$ cat src/rtl/afpm_mul_scheduler.sv
// afpm_mul_scheduler: round-robin sharing of one approximate-log FP16
// multiplier among NREQ requesters with zero bypass and a WAIT timeout.
//
// Ports:
//   clk, rst_n                 clock, async active-low reset
//   req_valid/req_a/req_b      per-requester operand requests (16b slices)
//   req_ready                  one-hot accept (combinational, IDLE only)
//   rsp_valid/rsp_ready        one-hot registered result handshake
//   rsp_data/rsp_err           shared result, timeout flag
//   mul_start/mul_a/mul_b      issue pulse and held operands
//   mul_done/mul_result        multiplier completion
//   busy, op_count             status: not-idle, completed responses

module afpm_mul_scheduler #(
    parameter int NREQ    = 4,
    parameter int TIMEOUT = 32
) (
    input  logic                 clk,
    input  logic                 rst_n,
    input  logic [NREQ-1:0]      req_valid,
    input  logic [16*NREQ-1:0]   req_a,
    input  logic [16*NREQ-1:0]   req_b,
    output logic [NREQ-1:0]      req_ready,
    output logic [NREQ-1:0]      rsp_valid,
    input  logic [NREQ-1:0]      rsp_ready,
    output logic [15:0]          rsp_data,
    output logic                 rsp_err,
    output logic                 mul_start,
    output logic [15:0]          mul_a,
    output logic [15:0]          mul_b,
    input  logic                 mul_done,
    input  logic [15:0]          mul_result,
    output logic                 busy,
    output logic [15:0]          op_count
);

    localparam int IW = (NREQ > 1) ? $clog2(NREQ) : 1;
    localparam int TW = (TIMEOUT > 1) ? $clog2(TIMEOUT) : 1;
    localparam logic [15:0] QNAN = 16'h7E00;

    typedef enum logic [1:0] {
        S_IDLE,
        S_ISSUE,
        S_WAIT,
        S_RESP
    } state_t;

    state_t            r_state;
    state_t            w_next;

    logic [IW-1:0]     r_last;
    logic [IW-1:0]     r_grant;
    logic [TW-1:0]     r_timer;
    logic [NREQ-1:0]   r_rsp_valid;
    logic [15:0]       r_rsp_data;
    logic              r_rsp_err;
    logic [15:0]       r_mul_a;
    logic [15:0]       r_mul_b;
    logic [15:0]       r_op_count;

    logic              w_found;
    logic [IW-1:0]     w_win;
    logic [IW-1:0]     w_cand;
    logic [15:0]       w_op_a;
    logic [15:0]       w_op_b;
    logic              w_accept;
    logic              w_zero;
    logic              w_rsp_hs;
    logic              w_mul_start;
    logic [NREQ-1:0]   w_ready;

    // Rotating-priority scan: start just after the previous grant so a
    // requester that was just served goes to the back of the line.
    always_comb begin
        w_found = 1'b0;
        w_win   = '0;
        w_cand  = '0;
        for (int k = 1; k <= NREQ; k++) begin
            w_cand = IW'((int'(r_last) + k) % NREQ);
            if (!w_found && req_valid[w_cand]) begin
                w_found = 1'b1;
                w_win   = w_cand;
            end
        end
    end

    assign w_op_a   = req_a[int'(w_win)*16 +: 16];
    assign w_op_b   = req_b[int'(w_win)*16 +: 16];
    assign w_accept = (r_state == S_IDLE) && w_found;
    // Signed zero in either operand: product is a zero with XOR sign.
    assign w_zero   = (w_op_a[14:0] == 15'd0) || (w_op_b[14:0] == 15'd0);
    assign w_rsp_hs = (r_state == S_RESP) && rsp_ready[r_grant];

    always_comb begin
        w_ready = '0;
        if (w_accept) begin
            w_ready[w_win] = 1'b1;
        end
    end

    always_ff @(posedge clk or negedge rst_n) begin
        if (!rst_n) begin
            r_state <= S_IDLE;
        end else begin
            r_state <= w_next;
        end
    end

    always_comb begin
        w_next      = r_state;
        w_mul_start = 1'b0;
        unique case (r_state)
            S_IDLE: begin
                if (w_accept) begin
                    w_next = w_zero ? S_RESP : S_ISSUE;
                end
            end
            S_ISSUE: begin
                w_mul_start = 1'b1;
                w_next      = S_WAIT;
            end
            S_WAIT: begin
                if (mul_done || (r_timer == '0)) begin
                    w_next = S_RESP;
                end
            end
            S_RESP: begin
                if (w_rsp_hs) begin
                    w_next = S_IDLE;
                end
            end
            default: w_next = S_IDLE;
        endcase
    end

    always_ff @(posedge clk or negedge rst_n) begin
        if (!rst_n) begin
            r_last      <= IW'(NREQ - 1);
            r_grant     <= '0;
            r_timer     <= '0;
            r_rsp_valid <= '0;
            r_rsp_data  <= '0;
            r_rsp_err   <= 1'b0;
            r_mul_a     <= '0;
            r_mul_b     <= '0;
            r_op_count  <= '0;
        end else begin
            unique case (r_state)
                S_IDLE: begin
                    if (w_accept) begin
                        r_mul_a <= w_op_a;
                        r_mul_b <= w_op_b;
                        r_grant <= w_win;
                        r_last  <= w_win;
                        if (w_zero) begin
                            r_rsp_data  <= {w_op_a[15] ^ w_op_b[15], 15'd0};
                            r_rsp_err   <= 1'b0;
                            r_rsp_valid <= NREQ'(1) << w_win;
                        end
                    end
                end
                S_ISSUE: begin
                    r_timer <= TW'(TIMEOUT - 1);
                end
                S_WAIT: begin
                    // Done takes priority over an expiring timer.
                    if (mul_done) begin
                        r_rsp_data  <= mul_result;
                        r_rsp_err   <= 1'b0;
                        r_rsp_valid <= NREQ'(1) << r_grant;
                    end else if (r_timer == '0) begin
                        r_rsp_data  <= QNAN;
                        r_rsp_err   <= 1'b1;
                        r_rsp_valid <= NREQ'(1) << r_grant;
                    end else begin
                        r_timer <= r_timer - 1'b1;
                    end
                end
                S_RESP: begin
                    if (w_rsp_hs) begin
                        r_rsp_valid <= '0;
                        r_op_count  <= r_op_count + 16'd1;
                    end
                end
                default: ;
            endcase
        end
    end

    assign req_ready = w_ready;
    assign rsp_valid = r_rsp_valid;
    assign rsp_data  = r_rsp_data;
    assign rsp_err   = r_rsp_err;
    assign mul_start = w_mul_start;
    assign mul_a     = r_mul_a;
    assign mul_b     = r_mul_b;
    assign busy      = (r_state != S_IDLE);
    assign op_count  = r_op_count;

endmodule

$ cat config.mk
export PLATFORM = sky130hd
export DESIGN_NAME = afpm_mul_scheduler
export DESIGN_NICKNAME = d
export VERILOG_FILES = /design/src/rtl/afpm_mul_scheduler.sv
export SDC_FILE = /design/constraint.sdc
export NUM_CORES = 1
export LEC_CHECK = 0
export CAP_MARGIN = 20
export CORE_MARGIN = 1.5
export CORE_UTILIZATION = 45
export DETAILED_ROUTE_END_ITERATION = 10
export PLACE_DENSITY = 0.83
export SYNTH_ARGS = -nofsm -noshare
export SYNTH_HDL_FRONTEND = slang
export SYNTH_SLANG_ARGS = --single-unit
$ cat constraint.sdc
create_clock -name clk -period 5 [get_ports clk]
set_clock_uncertainty 0.05 [all_clocks]
set_input_delay 1 -clock clk [delete_from_list [all_inputs] [get_ports clk]]
set_output_delay 1 -clock clk [all_outputs]
set_load 0.02 [all_outputs]
==> results by group <==
Placed design
  • PortBufs: 229
  • Final Wtd Congestion: 0.971
  • Cell count after placement: 944
  • Pre-CTS setup slack: 0.279 ns
  • Dpl hpwl: around 13 mm

Worst setup path
  • Critical path launch point type: primary input
  • Worst setup EP type: output port
  • Critical path fanouts, max: 28
  • CP arrival: 3.53 ns
  • Worst path max stage delay: between 0.6 and 0.7 ns
  • Critical-path top delay cell: clkdlybuf4s50_1
  • Worst Path Required: roughly 4 ns
  • Most frequent CP cell: clkdlybuf4s50_1
  • Crit-path cells: clkdlybuf4s50_1 -> o21a_1 -> o21ai_1 -> nand3_2 -> nor3_1 -> clkdlybuf4s50_1
  • CP startpoint: req_valid[0]
  • Critical path type: primary input to output port
  • Reg2Reg Launch Point: r_last[0]

Timing
  • Final hold vios: 0
  • Final worst slack: 0.421 ns
  • Max-slew headroom: between 40% and 50%
  • Fin crit period: 4.58 ns
  • RSZ-0062 raised after global routing: false
  • Fmax: 218 MHz
  • Fin crit share: 91.6%
  • Setup violators final: 0
  • Least-Margin Pin Slew: 0.805 ns
  • Max-slew violations: 0
  • Final TNS setup: 0 ns
  • WHS: 0.406 ns

Finish
  • Area grow syn2layout: 53.2%
  • # diodes: 0
  • Share of cells above drive strength 1: 6.31%
  • Layout Nets: around 980
  • Layout Cells excl Fill: 960

Worst hold path
  • Worst min-delay path category: primary input to async pin

Clocking
  • Post_cts resized: 0
  • Num CTS Buffers: 9
  • Postcts setup bufs: 0
  • CTS Hold Bufs: 0
  • CTS HTree Levels: 3
  • Clk pin slew, worst setup/hold paths: ~0.080 ns
  • CTS Root Cell: clkbuf_8
  • CTS sink count: 80
  • CTS tree: done
  • Clock Path Buffers: 2
  • Worst skew pair latency: 0.35 ns

Routing
  • DRC viols: 0
  • Vias per cell: about 5.7
  • Post-DRT Antenna Nets: 0
  • Total wire length: between 15 and 20 mm
  • Wire length per cell: 17.2 um
  • First DRT Iteration DRCs: 425
  • Routed vias: 5435
  • 1st-pass router iterations: 5

Yosys
  • #FFs+latches synth: 80
  • Top_reg_cell synth: dfrtp_1
  • Sequential share of the synthesized area: between 40% and 50%
  • YS warnings: 0
  • FFs w/ async S/R, synth: 100%
  • Synth Cell Area: 4920 um2
  • Number of synthesized flops with an enable pin: 0
  • Syn Nets: 770
  • Most numerous cell in the Yosys netlist: nand2_1
  • Post-Syn Instances: 608
  • Synth top cells by count: 120 x nand2_1, 78 x dfrtp_1, 65 x nor2_1, 57 x o21ai_0, 30 x nor3_1
  • Yosys top cell area share: between 30 and 40%
  • Synth Area per Inst: roughly 8 um2
  • Area contributors post-synth: dfrtp_1 40%, nand2_1 9.2%, o21ai_0 5.8%, nor2_1 5.0%, nor3_1 3.1%
  • Largest area contributor in the netlist: dfrtp_1
  • Netlist cell types: 58

Power
  • Logic pwr share: 59.8%
  • Worst IR drop on VDD: 0.345 mV
  • Power density over the cells: 533 nW/um2
  • Leakage: 3.15 nW
  • Sw Ratio: 44.4%
  • Internal cell power: 2.23 mW
  • Clock Power Share: 13.1%
  • Part of the power in registers: about 27%
  • Switching power: 1.78 mW

Global route
  • Initial antenna violation count: 0
  • Global-route wire length before repair: 26.3 mm
  • Largest net degree at the start of global routing: 81
  • Vias in the first global route: 5420
  • Total gr overflow: 0
  • GRT Total Usage: 29.1%

Status
  • Status: finished clean

Die
  • Rows: 37
  • Starting density of the core: 47.0%
  • Die width: 108 um
  • Chip Height: 108 um
  • Core Area: 10500 um2
  • Die Area: 11600 um2
  • Ports: 230

Flow run
  • Max Cap Viol: 0
[cells by family after synthesis]
group                      count (synthesis)  synth area share (%)
and+or+nand+nor                          286                  26.6
AOI/OAI and AO/OA                        130                  17.0
DFF                                       80                  40.8
buffers and inverters                     67                  6.11
xor gates and xnor gates                  19                  3.39
muxes                                     19                  4.38
adders and majority gates                  7                  1.78
[registers in the layout (all words and copies together) (netlist names)]
name,flops
r_state,2
r_last,2
op_count,16
mul_b,16
mul_a,16
rsp_valid,4
r_grant,2
r_timer,5
rsp_err,1
rsp_data,16
[area by class of cell]
type                            count  area [um2]
Inverter                           25        93.8
Fill cell                         808        2930
Tap cell                          136         170
Clock buffer                       10         138
Timing Repair Buffer              243        2410
Clock inverter                      5        81.3
Sequential cell                    80        2000
Multi-Input combinational cell    461        2630
[metrics by stage]
step	utilization [%]	total power, mW	area [um2]
final	72.0	4.01	7530
after CTS	71.7	4.02	7510
after global placement	69.6	3.38	7290
after floorplan	-	2.55	4920
after detailed placement	69.6	3.48	7290
after global routing	72.0	4.30	7530
[final timing paths]
kind	cells after the start	end	slack (ns)
min in group clk	1	op_count[15]	0.42
max	6	req_ready[2]	0.42
min	1	op_count[14]	0.41
max in group asynchronous	2	r_last[1]	3.90
min reg2reg	1	op_count[15]	0.42
max reg2reg	11	rsp_valid[0]	1.23
[power by group through the flow]
stage	Sequential [mW]	Clock [mW]	Combinational, mW
after floorplan	1.30	0	1.25
after global placement	1.07	0	2.30
after detailed placement	1.09	0	2.39
after CTS	1.08	0.538	2.40
after global routing	1.11	0.572	2.62
final	1.08	0.527	2.40
[layer usage]
metal | vias to the layer above | wire, um | GRT usage (%)
met5 | - | 0 | 0
met4 | 0 | 429 | 9.21
met3 | 34 | 1340 | 6.72
met2 | 294 | 8230 | 51.4
met1 | 2553 | 6550 | 35.0
li1 | 2554 | - | -
[worst max-delay path: cells and delay by family]
family,cells,cell delay [ns]
AOI/OAI and AO/OA,2,0.46
and+or+nand+nor,2,0.92
buffers and inverters,2,1.14
[placed cells by master, fill, tap and decap left out, types with 2 or more instances in the layout]
cell             netlist  routed
a211o_1                8       8
a211oi_1              16      16
a21oi_1                6       6
a22o_1                 2       2
a31oi_1                3       3
a41oi_1                2       2
and2_1                 2       2
and3_1                 3       3
buf_4                  3      14
bufinv_16              0       2
clkbuf_8               0      10
clkdlybuf4s50_1        0     228
dfrtp_1               78      78
dfstp_2                2       2
ha_1                   7       7
inv_1                 25      25
mux2_1                 2       2
mux2_2                 8       8
mux2i_1                8       8
nand2_1              120     119
nand2b_1               3       3
nand3_1               22      22
nand4_1               11      11
nor2_1                65      65
nor2b_1                3       3
nor3_1                30      30
nor4_1                13      13
o21a_1                 2       2
o21ai_0               57      57
o22ai_1               13      13
o31ai_1                9       9
or3_1                  2       2
or4_1                  3       3
xnor2_1               14      14
xor2_1                 5       5
Power figures use the tool's default switching activity.
